--- src/rtl/tnn_pkg.sv ---
// rtl/tnn_pkg.sv - shared types and elaboration helpers for the streaming threshold neuron
package tnn_pkg;

    typedef enum logic [1:0] {
        IDLE = 2'd0,
        ACC  = 2'd1,
        OUT  = 2'd2
    } tnn_state_e;

    // Two guard bits over the worst-case magnitude keep BIAS plus any frame sum in range.
    function automatic int acc_width(input int w, input int n_in);
        return w + $clog2(n_in) + 2;
    endfunction

    function automatic bit popmask_check(input int w, input int n_in, input int lanes, input int bias);
        int lim;
        lim = 1 << (w + $clog2(n_in));
        return (w > 0) && (n_in > 0) && (lanes > 0) && ((n_in % lanes) == 0)
            && (bias >= -lim) && (bias <= lim);
    endfunction

endpackage

--- src/rtl/tnn_lane_addsub.sv ---
// rtl/tnn_lane_addsub.sv - signed sum of one beat's lanes, each added or subtracted by its input mask bit
module tnn_lane_addsub
    import tnn_pkg::*;
#(
    parameter int              W        = 3,
    parameter int              N_IN     = 6,
    parameter int              LANES    = 1,
    parameter logic [N_IN-1:0] POS_MASK = 6'b000011,
    parameter int              AW       = 8,
    parameter int              BW       = 3
) (
    input  logic [LANES*W-1:0]   data_i,
    input  logic [BW-1:0]        beat_i,
    output logic signed [AW-1:0] sum_o
);

    localparam int NB = N_IN / LANES;

    // Per-lane sign table indexed by beat; rows past the last beat are padding.
    logic [(1<<BW)-1:0] beat_mask [LANES];
    logic [LANES-1:0]   lane_sel;

    for (genvar k = 0; k < LANES; k++) begin : g_lane
        for (genvar b = 0; b < (1 << BW); b++) begin : g_beat
            if (b < NB) begin : g_in
                assign beat_mask[k][b] = POS_MASK[b*LANES+k];
            end else begin : g_pad
                assign beat_mask[k][b] = 1'b0;
            end
        end
        assign lane_sel[k] = beat_mask[k][beat_i];
    end

    logic signed [AW-1:0] sum_d;
    logic signed [AW-1:0] lane_ext;

    always_comb begin
        sum_d    = '0;
        lane_ext = '0;
        for (int k = 0; k < LANES; k++) begin
            lane_ext = {{(AW-W){1'b0}}, data_i[k*W +: W]};
            if (lane_sel[k]) begin
                sum_d = sum_d + lane_ext;
            end else begin
                sum_d = sum_d - lane_ext;
            end
        end
    end

    assign sum_o = sum_d;

endmodule

--- src/rtl/tnn_neuron_stream.sv ---
// rtl/tnn_neuron_stream.sv - streaming threshold neuron: one decision (sum_pos - sum_neg + BIAS > 0) per frame
module tnn_neuron_stream
    import tnn_pkg::*;
#(
    parameter int              W        = 3,
    parameter int              N_IN     = 6,
    parameter int              LANES    = 1,
    parameter logic [N_IN-1:0] POS_MASK = 6'b000011,
    parameter int signed       BIAS     = 0
) (
    input  logic               clk,
    input  logic               rst,
    input  logic               in_valid,
    output logic               in_ready,
    input  logic [LANES*W-1:0] in_data,
    input  logic               in_last,
    output logic               out_valid,
    input  logic               out_ready,
    output logic               out_bit,
    output logic               err
);

    localparam int AW = acc_width(W, N_IN);
    localparam int NB = N_IN / LANES;
    localparam int BW = (NB > 1) ? $clog2(NB) : 1;
    localparam logic signed [AW-1:0] BIAS_ACC = AW'(BIAS);
    localparam logic [BW-1:0]        LAST_BEAT = BW'(NB - 1);

    if (!popmask_check(W, N_IN, LANES, BIAS)) begin : g_param_err
        $error("tnn_neuron_stream: N_IN must be a multiple of LANES and BIAS within range");
    end

    tnn_state_e           state_q;
    logic signed [AW-1:0] acc_q;
    logic [BW-1:0]        beat_q;
    logic                 in_ready_q;
    logic                 out_valid_q;
    logic                 out_bit_q;
    logic                 err_q;

    logic signed [AW-1:0] lane_sum;
    logic signed [AW-1:0] acc_d;
    logic                 beat_last;

    tnn_lane_addsub #(
        .W        (W),
        .N_IN     (N_IN),
        .LANES    (LANES),
        .POS_MASK (POS_MASK),
        .AW       (AW),
        .BW       (BW)
    ) u_addsub (
        .data_i (in_data),
        .beat_i (beat_q),
        .sum_o  (lane_sum)
    );

    assign acc_d     = acc_q + lane_sum;
    assign beat_last = (beat_q == LAST_BEAT);

    always_ff @(posedge clk) begin
        if (rst) begin
            state_q     <= IDLE;
            acc_q       <= '0;
            beat_q      <= '0;
            in_ready_q  <= 1'b0;
            out_valid_q <= 1'b0;
            out_bit_q   <= 1'b0;
            err_q       <= 1'b0;
        end else begin
            unique case (state_q)
                IDLE: begin
                    acc_q      <= BIAS_ACC;
                    in_ready_q <= 1'b1;
                    state_q    <= ACC;
                end
                ACC: begin
                    if (in_valid && in_ready_q) begin
                        acc_q <= acc_d;
                        // The beat count frames the data; in_last only flags disagreement.
                        if (in_last != beat_last) begin
                            err_q <= 1'b1;
                        end
                        if (beat_last) begin
                            out_bit_q   <= !acc_d[AW-1] && (acc_d != '0);
                            out_valid_q <= 1'b1;
                            in_ready_q  <= 1'b0;
                            beat_q      <= '0;
                            state_q     <= OUT;
                        end else begin
                            beat_q <= beat_q + 1'b1;
                        end
                    end
                end
                OUT: begin
                    if (out_ready) begin
                        out_valid_q <= 1'b0;
                        acc_q       <= BIAS_ACC;
                        in_ready_q  <= 1'b1;
                        state_q     <= ACC;
                    end
                end
                default: begin
                    state_q <= IDLE;
                end
            endcase
        end
    end

    assign in_ready  = in_ready_q;
    assign out_valid = out_valid_q;
    assign out_bit   = out_bit_q;
    assign err       = err_q;

endmodule
--- config.mk ---
export PLATFORM = sky130hd
export DESIGN_NAME = tnn_neuron_stream
export DESIGN_NICKNAME = d
export VERILOG_FILES = /design/src/rtl/tnn_pkg.sv /design/src/rtl/tnn_lane_addsub.sv /design/src/rtl/tnn_neuron_stream.sv
export SDC_FILE = /design/constraint.sdc
export NUM_CORES = 1
export LEC_CHECK = 0
export BUFFER_PORTS_ARGS = -buffer_cell sky130_fd_sc_hd__buf_2
export CORE_AREA = 3 3 54 56
export CTS_CLUSTER_SIZE = 10
export DETAILED_ROUTE_END_ITERATION = 10
export DIE_AREA = 0 0 57 59
export GPL_ROUTABILITY_DRIVEN = 0
export PLACE_DENSITY = 0.61
export SYNTH_ARGS = -nofsm -noshare
export SYNTH_HDL_FRONTEND = slang
export SYNTH_SLANG_ARGS = --single-unit
--- constraint.sdc ---
create_clock -name clk -period 2.77 [get_ports clk]
set_input_delay 0.277 -clock clk [delete_from_list [all_inputs] [get_ports clk]]
set_output_delay 0.277 -clock clk [all_outputs]
set_load 0.05 [all_outputs]
==> reports/metrics.yaml, run 1 <==
yosysSeqAreaShare_pct: 32.9
grt_remaining_overflow: 0
cp.required_ps: 2940
max_freq_mhz: 444
holdBufCountCts: 0
grt_max_degree: 20
grt_usage_pct: 13.1
h-tree-depth: 1
status: "complete, no violations"
numCtsBuffers: 3
cts.clk_slew.worst_paths_ps: 100
synth-edff-count: 0
power_leakage_nw: 0.529
worst_clock_skew_ps: 2.35
hp-class: "in2reg"
cp_slowest_cell: "fa_1"
diodes: 0
post_cts_buffers: 0
placed_area_sq_um: 1180
ys.flop_type: "dfxtp_1"
rrSetupSlack_ps: 520
synthAdderAreaFrac_pct: 12.1
cts_max_path_buffers: 2
post-route-period-util_pct: 81.3
ys_warn_count: 0
critPathBufInv: 1
drive_gt1_share_pct: 16.5
ant_nets: 0
total_power_mw: 0.495
finish.utilization_pct: 49.1
cts_tree: "done"
powerDensity_nw_per_um2: 407
fin_nets: 158
ys_top_cells_by_area: "dfxtp_1, ha_1, nor2_1"
async_reset_ff_share_pct: 0
startpoint: "u_addsub.lane_sel"
r2r_cells: 9
clock-root-buffer: "clkbuf_4"
dr.pass1.iters: 4
worstPathCellList: "mux2_2, inv_1, fa_1, nand2b_1, a21oi_2, xor2_1, nor3_1, nor3b_1, o41ai_2"
hold_violations: 0
row_count: 18
core-area_sq_um: 2480
dieArea_sq_um: 3360
rsz0062_at_grt: "no"
ir_drop_mv: 0.215
clkLatencyLatePin_ps: 280
die_height_microns: 59
crit_type: "reg2reg"
crit_family: "simple AND/OR/NAND/NOR gates"
fin_area_sq_um: 1220
synth_cell_types: 32
synth-compound-area-share_pct: 18.8
tightest_slew_ps: 633
grt_pass1_vias: 873
grt_pass1_wl_mm: 3.49
rr_startpoint: "u_addsub.lane_sel"
place_hpwl_mm: 1.60
postSynthAreaPerCell_sq_um: 8.70
port-buffer-count: 11
cp.depth: 9
start_util_pct: 44.2
cp-endpoint: "out_bit"
cpPeakStageDelay_ps: 420
synth_simple_gate_area_share_pct: 24.5
setup_viol: 0
die_x_microns: 57
drc_errors: 0
crit_path_start_kind: "flop"
synthMuxAreaShare_pct: 1.03
viasPerCell: 5.41
grt_antenna_before_repair: 0
relSlewSlack_pct: 57.7
yosysTopAreaCell: "dfxtp_1"
rr_endpoint: "out_bit"
wl_per_cell_microns: 12.1
synth-xor-area-share_pct: 7.19
drv_slew: 0
cp_data_arrival_time_ps: 2420
synthCells: 126
tns_ps: 0
vias: 914
endpoint_kind: "flop"
syn-cell-area_sq_um: 1100
routed_wl_mm: 2.04
syn_to_final_growth_pct: 11.1
numClockSinks: 18
path_max_fanout: 3
cap_violations: 0
yosysTopAreaCellShare_pct: 32.9
io_pins: 12
synth_nets: 144
ctsResizeCount: 0
synth-seq-cells: 18
drt_iter0_markers: 24
synth_top_family_by_area: "simple AND/OR/NAND/NOR gates"
min_period_ps: 2250
==> registers in the layout (all words and copies together) (netlist names) <==
register and count:
acc_q 8, err 1, out_bit 1, u_addsub.lane_sel 1, state_q 2, out_valid 1, beat_q 3, in_ready 1
==> report_power, final <==
part           switching, mW  total, mW  internal (mW)
combinational         0.0410     0.0663         0.0253
clock                 0.0792      0.159         0.0800
sequential           0.00494      0.270          0.265
total                  0.125      0.495          0.370
==> worst min path at each step <==
stage,from,to,slack (ps),cells after the start
floorplan,in_valid,in_ready,390,1
global placement,err,err,450,2
detailed placement,err,err,460,2
CTS,out_ready,out_valid,180,2
global route,out_ready,out_valid,170,2
finish,out_ready,out_valid,190,2
==> worst reg2reg max path: stages (launching register included) <==
cell      delay, ps
dfxtp_1         350
mux2_2          240
inv_1            50
fa_1            420
nand2b_1        180
a21oi_2         210
xor2_1          120
nor3_1          230
nor3b_1         260
o41ai_2          80
==> metal layers <==
layer,track usage [%],vias up,wire (microns)
met2,21.9,10,954
li1,-,467,-
met1,16.1,435,998
met3,2.61,2,67
met5,0,-,0
met4,6.62,0,22
==> per-stage QoR <==
stage / std cells / setup WS (ps) / hold slack, ps
6_report: 169 / 519 / 186
3_3_place_gp: 165 / 362 / 452
5_1_grt: 169 / 365 / 172
4_1_cts: 169 / 538 / 176
2_1_floorplan: 126 / 577 / 386
3_5_place_dp: 165 / 275 / 461
==> final cells by class <==
cell class                      count  area (sq um)
Inverter                            8          30.0
Clock buffer                        4          36.3
Sequential cell                    18           360
Fill cell                         245          1260
Multi-Input combinational cell     98           698
Tap cell                           30          37.5
Timing Repair Buffer               11          55.1
==> Yosys cell counts, types with 2 or more instances <==
master    number
a221oi_1       2
xor2_1         6
inv_1          8
nor3_1         7
nor3b_1        2
nor2b_1        3
nor2_4         2
dfxtp_1       18
a21oi_1        8
a22oi_1        5
nand2b_1       3
nor2_1        22
nand2_1        6
xnor2_1        3
ha_1           9
nand3b_1       4
clkbuf_1       2
o21ai_0        2
==> layout by cell type (no fill, tap or decap), types with 2 or more instances in the layout <==
cell,synthesis,final
nor2_1,22,22
dfxtp_1,18,18
buf_2,0,11
ha_1,9,9
inv_1,8,8
a21oi_1,8,8
nor3_1,7,7
xor2_1,6,6
nand2_1,6,6
a22oi_1,5,5
nand3b_1,4,4
xnor2_1,3,3
nand2b_1,3,3
nor2b_1,3,3
clkbuf_4,0,3
nor2_4,2,2
a221oi_1,2,2
nor3b_1,2,2
o21ai_0,2,2
==> logic make-up after synthesis <==
logic type / after synthesis
compound gates: 26
flops: 18
fa+ha+maj: 10
xor+xnor: 9
mux: 1
simple gates: 52
buf+inv: 10
Power figures use the tool's default switching activity.
==> run 2: changes to the inputs <==
PLACE_DENSITY = 0.63   (was 0.61)
clock period = 1.95 ns   (was 2.77 ns; I/O delays follow)
==> reports/metrics.yaml, run 2 (same netlist as run 1, synthesis figures left out) <==
failed_checks: "negative setup slack"
routed_wl_mm: 2.29  # +12%
crit_type: "reg2reg"
die_x_microns: 57  # unchanged
fillers: 238  # -2.9%
start_util_pct: 44.2  # unchanged
place_hpwl_mm: 1.73  # +8.4%
top_register: "acc_q"
endpoint_kind: "flop"
ant_nets: 0  # unchanged
power_leakage_nw: 0.613  # +16%
fin_nets: 170  # +7.6%
hp-class: "in2reg"
cts.clk_slew.worst_paths_ps: 90  # about the same
hold_violations: 0  # unchanged
rsz0062_at_grt: "yes"
layout_common_cells: "nor2_1, dfxtp_1, buf_4, buf_2, ha_1"
drt_iter0_markers: 15  # -38%
grt_remaining_overflow: 0  # unchanged
cp.required_ps: 2120  # -820 ps
viasPerCell: 5.37  # -0.67%
powerDensity_nw_per_um2: 489  # +20%
cp_data_arrival_time_ps: 2170  # -250 ps
port-buffer-count: 11  # unchanged
numCtsBuffers: 3  # unchanged
grt_max_degree: 20  # unchanged
setup_viol: 3  # +3
cts_tree: "done"
row_count: 18  # unchanged
rr_startpoint: "u_addsub.lane_sel"
grt_antenna_before_repair: 0  # unchanged
grt_pass1_wl_mm: 4.15  # +19%
max_freq_mhz: 499  # +12%
wl_per_cell_microns: 12.7  # +5.1%
die_height_microns: 59  # unchanged
post-route-period-util_pct: 103  # +22 points
status: "finished, violations left"
tightest_slew_ps: 347  # -286 ps
io_pins: 12  # unchanged
worst_clock_skew_ps: 0.774  # -1.58 ps
numClockSinks: 18  # unchanged
clock-root-buffer: "clkbuf_4"
ir_drop_mv: 0.357  # +66%
dr.pass1.iters: 4  # unchanged
vias: 967  # +5.8%
drive_gt1_share_pct: 32.0  # +15 points
relSlewSlack_pct: 76.7  # +19 points
min_period_ps: 2010  # -246 ps
grt_pass1_vias: 1000  # +15%
top_regs: "acc_q x8, beat_q x3, state_q x2"
rrSetupSlack_ps: -60  # -570 ps
grt_usage_pct: 15.3  # +2.2 points
fin_hold_ws_ps: 112  # -74.1 ps
clkLatencyLatePin_ps: 280  # about the same
drv_slew: 0  # unchanged
drc_errors: 0  # unchanged
crit_path_start_kind: "flop"
startpoint: "u_addsub.lane_sel"
layout_setup_ws_ps: -55.1  # -574 ps
final_common_cell: "nor2_1"
cts_max_path_buffers: 2  # unchanged
diodes: 0  # unchanged
largest_reg_flops: 8  # unchanged
min-delay-start: "out_ready"
core-area_sq_um: 2480  # unchanged
cap_violations: 0  # unchanged
total_power_mw: 0.679  # +37%
syn_to_final_growth_pct: 26.6
path_max_fanout: 3  # unchanged
h-tree-depth: 1  # unchanged
dieArea_sq_um: 3360  # unchanged
## run 2: area by class of cell
| cell class | instances | area [sq um] | area share, % |
|---|---|---|---|
| repair buffers | 23 | 145 | 10.5 |
| inverters | 8 | 30.0 | 2.16 |
| flip-flops and latches | 18 | 364 | 26.2 |
| well taps | 30 | 37.5 | 2.71 |
| multi-input cells | 98 | 788 | 56.8 |
| clock buffers | 3 | 22.5 | 1.62 |
## run 2: routing by layer
metal	share of wire, %	up-vias	track usage [%]	wire length, microns
met3	2.7	4	2.61	61
met5	0	-	0	0
li1	-	493	-	-
met4	1.5	0	4.97	34
met2	48	14	26.8	1090
met1	48	456	19.1	1100
## run 2: final timing paths
check | to | depth (start not counted)
worst min-delay path | out_valid | 2
worst min register to register | acc_q[0] | 2
worst max-delay path | out_bit | 9
worst max register to register | out_bit | 9
## run 2: repair_timing
item                                    in CTS  in global routing
hold buffers                                 0                  0
pin swaps                                    3                  6
resized for setup                           14                  3
endpoints found under the setup margin       4                  6
buffers inserted                             1                  0
## run 2: critical path, stage by stage, from the launching register on
cell,delay (ps)
dfxtp_4,380
mux2_4,210
inv_2,40
fa_2,340
nand2b_4,160
a21oi_4,180
a2111oi_2,90
nand3b_1,210
nor3b_2,200
o41ai_2,70
## run 2: power by group
| part | internal (mW) | switching, mW | total (mW) |
|---|---|---|---|
| Sequential | 0.375 | 0.00697 | 0.382 |
| Clock | 0.0716 | 0.104 | 0.176 |
| Combinational | 0.0538 | 0.0672 | 0.121 |
## run 2: per-stage QoR
step / std cells / setup WS (ps) / TNS [ps] / utilization (%) / instance area [sq um]
2_1_floorplan: 126 / -8.64 / -8.64 / - / 1110
3_3_place_gp: 177 / -253 / -728 / 51.9 / 1290
3_5_place_dp: 177 / -322 / -1010 / 51.9 / 1290
4_1_cts: 181 / -58.2 / -77.5 / 55.7 / 1380
5_1_grt: 180 / -193 / -523 / 56.0 / 1390
6_report: 180 / -55.1 / -78.3 / 56.0 / 1390
==> run 3: changes to the inputs <==
CORE_AREA = 3 3 50 52   (was 3 3 54 56)
DIE_AREA = 0 0 53 55   (was 0 0 57 59)
PLACE_DENSITY = 0.7   (was 0.63)
SYNTH_HIERARCHICAL = 1   (was default)
==> reports/metrics.yaml, run 3 <==
status: "finished, violations left"
failed_checks: "negative setup slack"
cp-endpoint: "out_bit"
io_pins: 12  # unchanged
clkLatencyLatePin_ps: 290  # about the same
worst_clock_skew_ps: 5.72  # +4.94 ps
drive_gt1_share_pct: 35.3  # +3.3 points
fillers: 190  # -20%
port-buffer-count: 11  # unchanged
grt_pass1_vias: 871  # -13%
multiInputGateArea_sq_um: 719  # -8.7%
synth-edff-count: 0  # unchanged
yosysTopAreaCell: "dfxtp_1"
cp_slowest_cell: "or4_1"
cap_violations: 0  # unchanged
yosys-top-cells-count: "dfxtp_1, nor2_1, a21oi_1, nand2_1, ha_1"
grt_antenna_before_repair: 0  # unchanged
endpoint_kind: "flop"
diodes: 0  # unchanged
grt_remaining_overflow: 0  # unchanged
fin_nets: 168  # -1.2%
clock-root-buffer: "clkbuf_4"
wl_per_cell_microns: 13.4  # +5.5%
synth_nets: 141  # -2.1%
grt_use_met1_pct: 17.0  # -2.1 points
largest_reg_flops: 8  # unchanged
cp_data_arrival_time_ps: 2560  # +390 ps
drv_slew: 0  # unchanged
drc_errors: 0  # unchanged
crit_path_start_kind: "flop"
cts_tree: "done"
core-area_sq_um: 2150  # -13%
top_regs: "acc_q x8, beat_q x3, state_q x2"
globalRoute.busiestLayer: "met2"
final_common_cell: "buf_4"
min_period_ps: 2390  # +385 ps
critPathBufInv: 0  # -1
drt_iter0_markers: 17  # +2
rr_endpoint: "out_bit"
powerDensity_nw_per_um2: 506  # +3.4%
ys.flop_type: "dfxtp_1"
cp.depth: 9  # unchanged
rr_startpoint: "beat_q[2]"
use_met3_pct: 3.22  # +0.60 points
grt_pass1_wl_mm: 3.53  # -15%
placed_area_sq_um: 1200  # -6.8%
tightest_slew_ps: 373  # +26.0 ps
ys_top_cells_by_area: "dfxtp_1, ha_1, a21oi_1"
rsz0062_at_grt: "yes"
h-tree-depth: 1  # unchanged
tns_ps: -1340  # -1260 ps
crit_family: "simple AND/OR/NAND/NOR gates"
max_freq_mhz: 418  # -16%
vias: 961  # -0.62%
ys_warn_count: 6  # +6
numCtsBuffers: 3  # unchanged
viasPerCell: 5.40  # +0.50%
ant_nets: 0  # unchanged
start_util_pct: 48.8  # +4.6 points
top_register: "acc_q"
post-route-period-util_pct: 123  # +20 points
grt_use_met2_pct: 33.1  # +6.3 points
layout_setup_ws_ps: -441  # -385 ps
yosysSeqAreaShare_pct: 32.5  # -0.42 points
fin_area_sq_um: 1340  # -3.2%
async_reset_ff_share_pct: 0  # unchanged
yosysTopAreaCellShare_pct: 32.5  # -0.42 points
cts_max_path_buffers: 2  # unchanged
routed_wl_mm: 2.39  # +4.4%
setup_viol: 5  # +2
place_hpwl_mm: 1.80  # +3.9%
worstPathCellList: "nor2_4, mux2_4, fa_2, a211oi_2, nor2_1, xor2_1, or4_1, nor4_2, o41ai_1"
cp.required_ps: 2120  # about the same
rrSetupSlack_ps: -440  # -390 ps
synthCells: 124  # -1.6%
ir_drop_mv: 0.323  # -9.5%
synth_most_common_cell: "dfxtp_1"
die_height_microns: 55  # -6.8%
crit_type: "reg2reg"
row_count: 17  # -1
cpPeakStageDelay_ps: 430  # +50 ps
postSynthAreaPerCell_sq_um: 8.46  # -2.8%
path_max_fanout: 2  # -1
syn_to_final_growth_pct: 28.2
grt_usage_pct: 16.4  # +1.1 points
power_leakage_nw: 0.632  # +3.1%
syn-cell-area_sq_um: 1050  # -4.3%
cts.clk_slew.worst_paths_ps: 100  # about the same
numClockSinks: 17  # -1
dr.pass1.iters: 4  # unchanged
grt_max_degree: 19  # -5.0%
regArea_sq_um: 343  # -5.8%
hold_violations: 0  # unchanged
hp-class: "in2reg"
fin_hold_ws_ps: 127  # +14.5 ps
r2r_cells: 9  # unchanged
startpoint: "beat_q[2]"
dieArea_sq_um: 2920  # -13%
synth-seq-cells: 17  # -1
synth_cell_types: 29  # -9.4%
relSlewSlack_pct: 75.1  # -1.6 points
die_x_microns: 53  # -7.0%
layout_common_cells: "buf_4, dfxtp_1, nor2_1, nand2_1, buf_2"
[run 3: cell count changes in the layout (fill, tap and decap cells not counted), sizes merged, moves of 3 or more]
cell / change
nor2: -8
nand3: +4
a21oi: +3
inv: -4
nor2b: -3
o21bai: +3
nand2: +6
buf: +7
[run 3: power breakdown]
part / switching [mW] / internal (mW)
Combinational: 0.0673 / 0.0594
Sequential: 0.00675 / 0.355
Clock: 0.111 / 0.0795
[run 3: per-layer routing]
layer  wire [microns]  share of wire (%)
met5                0                  0
met4               48                2.0
met3               66                2.8
met2             1280                 54
met1              992                 42
[run 3: cell type report]
type / instances / area share, %
multi-input cells: 95 / 53.5
flip-flops and latches: 17 / 25.5
repair buffers: 30 / 15.3
well taps: 28 / 2.61
clock buffers: 4 / 1.96
inverters: 4 / 1.12
[run 3: stage by stage]
| stage | std cells | setup slack (ps) | power (mW) | util (%) |
|---|---|---|---|---|
| after detailed placement | 169 | -587 | 0.480 | 55.8 |
| final | 178 | -441 | 0.679 | 62.6 |
| after global routing | 178 | -641 | 0.709 | 62.6 |
| after CTS | 175 | -436 | 0.675 | 59.9 |
| after global placement | 169 | -502 | 0.476 | 55.8 |
| after floorplan | 124 | -368 | 0.438 | - |
[run 3: worst min-delay path by stage]
stage / from / to / slack [ps] / cells past startpoint
after global placement: in_valid / in_ready / 420 / 2
after floorplan: in_valid / in_ready / 300 / 1
after detailed placement: in_valid / in_ready / 440 / 2
final: in_valid / in_ready / 130 / 2
after CTS: in_valid / in_ready / 120 / 2
after global routing: in_valid / in_ready / 140 / 2
[run 3: cell families after synthesis]
family | count (synthesis) | synth area share (%)
adder cells (fa/ha/maj) | 9 | 11.5
AND/OR/NAND/NOR | 45 | 21.1
multiplexers | 1 | 1.43
buffers and inverters | 12 | 6.09
XOR/XNOR | 10 | 8.35
flip-flops | 17 | 32.5
AO/OA/AOI/OAI | 30 | 19.1
[run 3: worst reg2reg max path: stages, from the launching register on]
cell	delay [ps]
dfxtp_2	350
nor2_4	120
mux2_4	320
fa_2	350
a211oi_2	220
nor2_1	80
xor2_1	150
or4_1	430
nor4_2	160
o41ai_1	90
[run 3: timing repair]
item,CTS,global route
resized for setup,11,7
setup endpoints to repair,6,7
hold buffers,0,0
pin swaps,9,4
setup buffers,2,3
